[src/rtl/multi_edge_detector_if.sv]
// Signal bundle between raw fault/shutdown pins and the multi-channel edge detector.
// The master side drives pins, modes and clears; the slave side is the detector.
interface multi_edge_detector_if #(
  parameter int CH = 4
) ();
  logic [CH-1:0]   sig_in;
  logic [2*CH-1:0] mode;
  logic [CH-1:0]   clr;
  logic [CH-1:0]   level;
  logic [CH-1:0]   rise_pulse;
  logic [CH-1:0]   fall_pulse;
  logic [CH-1:0]   edge_pulse;
  logic [CH-1:0]   pending;
  logic            any_pending;

  modport master (
    output sig_in, mode, clr,
    input  level, rise_pulse, fall_pulse, edge_pulse, pending, any_pending
  );

  modport slave (
    input  sig_in, mode, clr,
    output level, rise_pulse, fall_pulse, edge_pulse, pending, any_pending
  );
endinterface

[src/rtl/multi_edge_detector.sv]
// Per-channel synchroniser, debounce filter and mode-qualified edge detection with
// sticky pending flags; an input already high at reset exit is absorbed silently.
module multi_edge_detector #(
  parameter int CH          = 4,
  parameter int SYNC_STAGES = 2,
  parameter int DB_CYCLES   = 4
) (
  input logic                clk,
  input logic                rst,
  multi_edge_detector_if.slave bus
);
  localparam int CNT_W = $clog2(DB_CYCLES + 1);
  localparam int ARM_W = $clog2(SYNC_STAGES + 1);

  function automatic logic [CH-1:0] qualify(input logic [CH-1:0]   rise,
                                            input logic [CH-1:0]   fall,
                                            input logic [2*CH-1:0] mode);
    logic [CH-1:0] q;
    for (int i = 0; i < CH; i++)
      q[i] = (rise[i] & mode[2*i]) | (fall[i] & mode[2*i+1]);
    return q;
  endfunction

  logic [CH-1:0]    sync_p0 [SYNC_STAGES];
  logic [CH-1:0]    sync_out;
  logic [ARM_W-1:0] arm_cnt;
  logic             armed;
  logic [CNT_W-1:0] cnt_p1 [CH];
  logic [CNT_W-1:0] cnt_nxt [CH];
  logic [CH-1:0]    level_p1, level_nxt;
  logic [CH-1:0]    rise_p1, rise_nxt;
  logic [CH-1:0]    fall_p1, fall_nxt;
  logic [CH-1:0]    edge_p1;
  logic [CH-1:0]    pending_p2;

  // Stage p0: synchroniser chain
  always_ff @(posedge clk) begin
    if (rst) begin
      for (int s = 0; s < SYNC_STAGES; s++) sync_p0[s] <= '0;
    end else begin
      sync_p0[0] <= bus.sig_in;
      for (int s = 1; s < SYNC_STAGES; s++) sync_p0[s] <= sync_p0[s-1];
    end
  end

  assign sync_out = sync_p0[SYNC_STAGES-1];

  // Arming waits one edge past the synchroniser depth so level captures the
  // settled pin value before the debounce filter starts looking for changes.
  always_ff @(posedge clk) begin
    if (rst) begin
      arm_cnt <= '0;
      armed   <= 1'b0;
    end else if (!armed) begin
      if (arm_cnt == ARM_W'(SYNC_STAGES)) armed <= 1'b1;
      else                                arm_cnt <= arm_cnt + ARM_W'(1);
    end
  end

  always_comb begin
    level_nxt = level_p1;
    rise_nxt  = '0;
    fall_nxt  = '0;
    for (int i = 0; i < CH; i++) begin
      cnt_nxt[i] = cnt_p1[i];
      if (!armed) begin
        level_nxt[i] = sync_out[i];
        cnt_nxt[i]   = '0;
      end else if (sync_out[i] == level_p1[i]) begin
        cnt_nxt[i] = '0;
      end else if (cnt_p1[i] == CNT_W'(DB_CYCLES - 1)) begin
        level_nxt[i] = sync_out[i];
        cnt_nxt[i]   = '0;
        rise_nxt[i]  = sync_out[i];
        fall_nxt[i]  = ~sync_out[i];
      end else begin
        cnt_nxt[i] = cnt_p1[i] + CNT_W'(1);
      end
    end
  end

  // Stage p1: debounced level, counters and registered pulses
  always_ff @(posedge clk) begin
    if (rst) begin
      for (int i = 0; i < CH; i++) cnt_p1[i] <= '0;
      level_p1 <= '0;
      rise_p1  <= '0;
      fall_p1  <= '0;
      edge_p1  <= '0;
    end else begin
      for (int i = 0; i < CH; i++) cnt_p1[i] <= cnt_nxt[i];
      level_p1 <= level_nxt;
      rise_p1  <= rise_nxt;
      fall_p1  <= fall_nxt;
      edge_p1  <= qualify(rise_nxt, fall_nxt, bus.mode);
    end
  end

  // Stage p2: sticky pending, a concurrent edge pulse beats clear
  always_ff @(posedge clk) begin
    if (rst) pending_p2 <= '0;
    else     pending_p2 <= edge_p1 | (pending_p2 & ~bus.clr);
  end

  assign bus.level       = level_p1;
  assign bus.rise_pulse  = rise_p1;
  assign bus.fall_pulse  = fall_p1;
  assign bus.edge_pulse  = edge_p1;
  assign bus.pending     = pending_p2;
  assign bus.any_pending = |pending_p2;
endmodule

[src/flat_wrapper.sv]
// flat-port wrapper written by rule: the top's interface ports become plain ports
module multi_edge_detector_flat 
#(
  parameter int CH          = 4,
  parameter int SYNC_STAGES = 2,
  parameter int DB_CYCLES   = 4
)
  (clk, rst, bus_sig_in, bus_mode, bus_clr, bus_level, bus_rise_pulse, bus_fall_pulse, bus_edge_pulse, bus_pending, bus_any_pending);
  multi_edge_detector_if #(.CH(CH)) bus_i ();
  input logic clk;
  input logic rst;
  input wire logic [$bits(bus_i.sig_in)-1:0] bus_sig_in;
  input wire logic [$bits(bus_i.mode)-1:0] bus_mode;
  input wire logic [$bits(bus_i.clr)-1:0] bus_clr;
  output wire logic [$bits(bus_i.level)-1:0] bus_level;
  output wire logic [$bits(bus_i.rise_pulse)-1:0] bus_rise_pulse;
  output wire logic [$bits(bus_i.fall_pulse)-1:0] bus_fall_pulse;
  output wire logic [$bits(bus_i.edge_pulse)-1:0] bus_edge_pulse;
  output wire logic [$bits(bus_i.pending)-1:0] bus_pending;
  output wire logic [$bits(bus_i.any_pending)-1:0] bus_any_pending;
  assign bus_i.sig_in = bus_sig_in;
  assign bus_i.mode = bus_mode;
  assign bus_i.clr = bus_clr;
  assign bus_level = bus_i.level;
  assign bus_rise_pulse = bus_i.rise_pulse;
  assign bus_fall_pulse = bus_i.fall_pulse;
  assign bus_edge_pulse = bus_i.edge_pulse;
  assign bus_pending = bus_i.pending;
  assign bus_any_pending = bus_i.any_pending;
  multi_edge_detector #(.CH(CH), .SYNC_STAGES(SYNC_STAGES), .DB_CYCLES(DB_CYCLES)) u_core (.clk(clk), .rst(rst), .bus(bus_i));
endmodule
[config.mk]
export PLATFORM = sky130hd
export DESIGN_NAME = multi_edge_detector_flat
export DESIGN_NICKNAME = d
export VERILOG_FILES = /design/src/rtl/multi_edge_detector_if.sv /design/src/rtl/multi_edge_detector.sv /design/src/flat_wrapper.sv
export SDC_FILE = /design/constraint.sdc
export NUM_CORES = 1
export LEC_CHECK = 0
export CELL_PAD_IN_SITES_DETAIL_PLACEMENT = 0
export CELL_PAD_IN_SITES_GLOBAL_PLACEMENT = 1
export CORE_MARGIN = 2
export CORE_UTILIZATION = 32
export CTS_CLUSTER_DIAMETER = 150
export CTS_CLUSTER_SIZE = 12
export DETAILED_ROUTE_END_ITERATION = 7
export PLACE_DENSITY_LB_ADDON = 0.1
export SLEW_MARGIN = 20
export SYNTH_ARGS = -nofsm -noshare
export SYNTH_HDL_FRONTEND = slang
export SYNTH_SLANG_ARGS = --single-unit
[constraint.sdc]
create_clock -name clk -period 1.2 [get_ports clk]
set_clock_uncertainty 0.05 [all_clocks]
set_input_delay 0.24 -clock clk [delete_from_list [all_inputs] [get_ports clk]]
set_output_delay 0.24 -clock clk [all_outputs]
set_load 0.02 [all_outputs]
; Yosys cells after proc, flatten, opt, wreduce, memory -nomap -nowiden
; Memory sizes are Yosys's and may differ from the RTL's.
; Index checks and enable logic that the tools add are counted.
[word_totals]
regBits = 23
mem_bits_rw = 20
output_inout_bits = 21
wordCells = 126
memories = 2
[classes]
addsub = 5
n_eq_ne = 17
mux = 59
bitwise = 27
n_reduce_logical = 6
[memory_table]
columns = name, words, width, read_ports, rd_clocked_by_memory_dff, write_ports, line
row1 = u_core.cnt_p1, 4, 3, 4, 0, 4, multi_edge_detector.sv:28  ; logic [CNT_W-1:0] cnt_p1 [CH];
row2 = u_core.sync_p0, 2, 4, 2, 0, 2, multi_edge_detector.sv:24  ; logic [CH-1:0] sync_p0 [SYNC_STAGES];
[ops]
columns = cell, count
row1 = two-way mux 3 bit, 16
row2 = two-way mux 1 bit, 41
row3 = "!= test 2 bit, second input constant", 8
row4 = "adder 3 x 1 -> 3 bit, second input constant", 4
row5 = "== test 3 x 2 -> 1 bit, second input constant", 4
row6 = bitwise OR 1 bit, 10
row7 = AND reduction 2 bit, 5
row8 = AND 1 bit, 8
row9 = two-way mux 4 bit, 2
row10 = inverter 1 bit, 6
row11 = AND 4 bit, 1
row12 = == test 1 bit, 4
row13 = inverter 4 bit, 1
row14 = bitwise OR 4 bit, 1
row15 = OR reduction 4 bit, 1
row16 = "adder 2 x 1 -> 2 bit, second input constant", 1
row17 = "== test 2 bit, second input constant", 1

; Longest topological paths before layout
[logic_depth]
ltp_word = 6
depth_mapped = 5
depth_no_buf = 5

; Worst setup path after synthesis
; No wires, ideal clock.
[synth_timing]
path_kind = reg2out
startpoint = register u_core.pending_p2[0] (netlist: u_core.bus.pending[0])
endpoint = output port bus_any_pending
arrival_ps = 1012
required_ps = 910
path_slack_ps = -102
stages_incl_launch_ff = 2
path_cell_list = dfxtp_1 or4_1
[synth_via]
elab_chain_cells = 1
[synth_lines]
columns = element, line
row1 = "start, declared", multi_edge_detector.sv:34  ; logic [CH-1:0] pending_p2;
row2 = "start signal, assigned", multi_edge_detector.sv:102  ; else pending_p2 <= edge_p1 | (pending_p2 & ~bus.clr);
row3 = OR reduction 4 bit, multi_edge_detector.sv:110  ; assign bus.any_pending = |pending_p2;
row4 = "end, declared", flat_wrapper.sv:20  ; output wire logic [$bits(bus_i.any_pending)-1:0] bus_any_pending;
; Every way passes these cells.

; Worst setup path in the final report
[layout_timing]
startpoint = register u_core.pending_p2[3] (netlist: u_core.bus.pending[3])
endpoint = output port bus_any_pending
; Same word-level chain as after synthesis.

==> impl_metrics.env <==
export IMPL_rr_startpoint="u_core.cnt_p1[2][0]"
export IMPL_crit_buf_inv=1
export IMPL_nets=237
export IMPL_cp_endpoint="bus_any_pending"
export IMPL_ys_ff_latch=43
export IMPL_dp_hpwl_mm=2.29
export IMPL_io_pins=39
export IMPL_dp_cells=254
export IMPL_dr_pass1_iters=4
export IMPL_numCtsBuffers=5
export IMPL_critPathMaxFanout=2
export IMPL_cp_num_cells=2
export IMPL_synth_avg_cell_area_um2=10.3
export IMPL_crit_chain="or4_4 -> buf_6"
export IMPL_worstPathRequired_ns=0.91
export IMPL_grt_pass1_vias=1132
export IMPL_p_int_mw=2.29
export IMPL_cp_start_kind="flip-flop"
export IMPL_drt_total_wl_mm=3.08
export IMPL_finalSetupViolCount=3
export IMPL_cap_violations=0
export IMPL_critPathMaxStageDelay_ns=0.52
export IMPL_dieHeight_um=73.0
export IMPL_synth_cell_types=20
export IMPL_switching_power_mw=0.712
export IMPL_fp_coreArea_um2=4660
export IMPL_grt_pass1_wl_mm=4.82
export IMPL_ctsLongestPathBuffers=2
export IMPL_syn_num_nets=175
export IMPL_antenna_found_initial=0
export IMPL_hold_buffers=0
export IMPL_grt_max_degree=14
export IMPL_slowest_stage="or4_4"
export IMPL_critPathLaunch="u_core.bus.pending[3]"
export IMPL_total_power_mw=3.00
export IMPL_post_route_min_period_ns=1.56
export IMPL_first_iter_violations=34
export IMPL_rsz0062_at_grt="yes"
export IMPL_violations="setup timing"
export IMPL_initial_core_util_pct=32.6
export IMPL_switching_share_pct=23.7
export IMPL_mostFrequentLayoutCells="29 x dfxtp_1, 19 x buf_4, 17 x clkdlybuf4s50_1, 16 x nor2_1, 14 x dfxtp_2"
export IMPL_ant_nets=0
export IMPL_pwr_share_clk_pct=32.9
export IMPL_slew_violations=0
export IMPL_pwr_density_cell_nw_per_um2=1280
export IMPL_period_share_pct=130
export IMPL_tightest_slew_ns=0.243
export IMPL_fmax_ghz=0.640
export IMPL_clockRootBuffer="clkbuf_8"
export IMPL_leakagePower_nw=0.930
export IMPL_clk_pin_slew_ns=0.08
export IMPL_hold_viol_final=0
export IMPL_layout_cells_non_filler=265
export IMPL_die_area_um2=5320
export IMPL_wire_per_inst_um=11.6
export IMPL_crit_family="simple AND/OR/NAND/NOR gates"
export IMPL_grtUsageTotal_pct=12.1
export IMPL_synth_warning_count=0
export IMPL_gr_total_overflow=0
export IMPL_status="finished, violations left"
export IMPL_power_frac_comb_pct=15.6
export IMPL_final_util_pct=50.3
export IMPL_die_x_um=73.0
export IMPL_synth_cells=148
export IMPL_power_frac_seq_pct=51.5
export IMPL_drc=0
export IMPL_cts_sinks=43
export IMPL_ff2ff_setup_slack_ns=-0.02
export IMPL_globalplace_congestion=0.707
export IMPL_ir_worst_vdd_mv=1.04
export IMPL_n_fill_cell=418
export IMPL_crit_arrival_ns=1.27
export IMPL_rr_worst_depth=4
export IMPL_num_vias=1190
export IMPL_yosysSeqAreaShare_pct=56.6
export IMPL_critPathKind="reg -> out"
export IMPL_hp_class="reg -> reg"
export IMPL_end_kind="primary output"
export IMPL_cts_tree="done"
export IMPL_n_antenna_cell=0
export IMPL_syn_area_um2=1520
export IMPL_final_common_cell="dfxtp_1"
export IMPL_io_buffers=38
export IMPL_rows=25
export IMPL_final_layout_size_suffix_gt1_share_pct=42.7
export IMPL_h_tree_depth=2
export IMPL_fin_tns_setup_ns=-0.385
export IMPL_rr_endpoint="u_core.cnt_p1[2][0]"
export IMPL_worst_slack_ns=-0.362
export IMPL_insertion_delay_ns=0.29
export IMPL_area_growth_synth_to_final_pct=54.1
export IMPL_slew_headroom_pct=83.8
export IMPL_viasPerCell=4.49
==> final cells by class <==
class | count | area, µm² | share of cell area [%]
inverter | 13 | 48.8 | 2.08
tap | 54 | 67.6 | 2.88
clock buffer | 7 | 96.3 | 4.11
multi-input combinational | 90 | 778 | 33.2
clock inverter | 1 | 7.51 | 0.320
sequential | 43 | 878 | 37.5
timing repair buffer | 57 | 468 | 20.0
==> what timing repair did <==
action,4_1_cts,5_1_grt
gates cloned,0,0
gates resized for setup,89,26
hold endpoints to repair,0,0
buffers inserted,0,4
pin swaps,11,5
setup endpoints to repair,40,28
==> how the worst min path moves through the flow <==
| stage | start | to | slack (ns) | depth (start not counted) |
|---|---|---|---|---|
| detailed placement | u_core.cnt_p1[0][0] | u_core.cnt_p1[0][0] | 0.36 | 1 |
| CTS | u_core.cnt_p1[0][0] | u_core.cnt_p1[0][0] | 0.38 | 1 |
| global placement | u_core.cnt_p1[1][0] | u_core.cnt_p1[1][0] | 0.35 | 1 |
| floorplan | bus_sig_in[0] | u_core.sync_p0[0][0] | 0.32 | 1 |
| finish | u_core.cnt_p1[0][0] | u_core.cnt_p1[0][0] | 0.37 | 1 |
| global route | u_core.cnt_p1[0][0] | u_core.cnt_p1[0][0] | 0.39 | 1 |
==> registers in the layout, summed over array words and instances (netlist names) <==
register and count:
u_core.cnt_p1 12, u_core.sync_p0 8, u_core.bus.edge_pulse 4, u_core.bus.fall_pulse 4
u_core.bus.level 4, u_core.bus.pending 4, u_core.bus.rise_pulse 4, u_core.arm_cnt 2
u_core.armed 1
==> metrics by stage <==
step / hold WS (ns) / worst slack, ns / instance area, µm²
after floorplan: 0.318 / -0.00934 / 1560
after global placement: 0.347 / -0.440 / 2120
after detailed placement: 0.355 / -0.446 / 2120
after CTS: 0.376 / -0.378 / 2310
after global routing: 0.389 / -0.403 / 2340
final: 0.367 / -0.362 / 2340
==> power by group through the flow <==
stage / Combinational [mW] / Sequential (mW) / Clock (mW)
floorplan: 0.202 / 1.58 / 0
global placement: 0.377 / 1.56 / 0
detailed placement: 0.386 / 1.57 / 0
CTS: 0.402 / 1.54 / 1.03
global route: 0.512 / 1.55 / 1.08
finish: 0.468 / 1.54 / 0.988
==> kinds of logic (layout without fill, tap and decap cells) <==
logic type | after synthesis | in the layout | share of synthesized area, %
adder cells (fa/ha/maj) | 9 | 9 | 7.40
AO/OA/AOI/OAI | 9 | 9 | 3.13
AND/OR/NAND/NOR | 63 | 63 | 23.6
buffers and inverters | 15 | 78 | 3.78
multiplexers | 4 | 4 | 2.63
XOR/XNOR | 5 | 5 | 2.88
flip-flops | 43 | 43 | 56.6
==> metal layers <==
layer	up-vias	GRT usage (%)	share of wire [%]	wire length (µm)
li1	601	-	-	-
met1	549	13.6	44	1370
met2	38	21.0	48	1490
met3	2	4.42	6.4	197
met4	0	4.32	0.81	25
met5	-	0	0	0
==> synthesized netlist by cell type (all sizes together) <==
master,n,share of area (%)
or3,4,2.0
or4,1,0.49
a21oi,8,2.6
buf,2,0.58
nand2,4,0.99
ha,9,7.4
nand2b,5,2.1
inv,13,3.2
and2b,1,0.49
xnor2,5,2.9
mux2i,4,2.6
nor2,24,6.4
nor3b,8,3.9
a211oi,1,0.49
dfxtp,43,57
nor2b,8,3.3
nand3b,8,3.9
No activity file was read; power rests on OpenSTA's default activity.
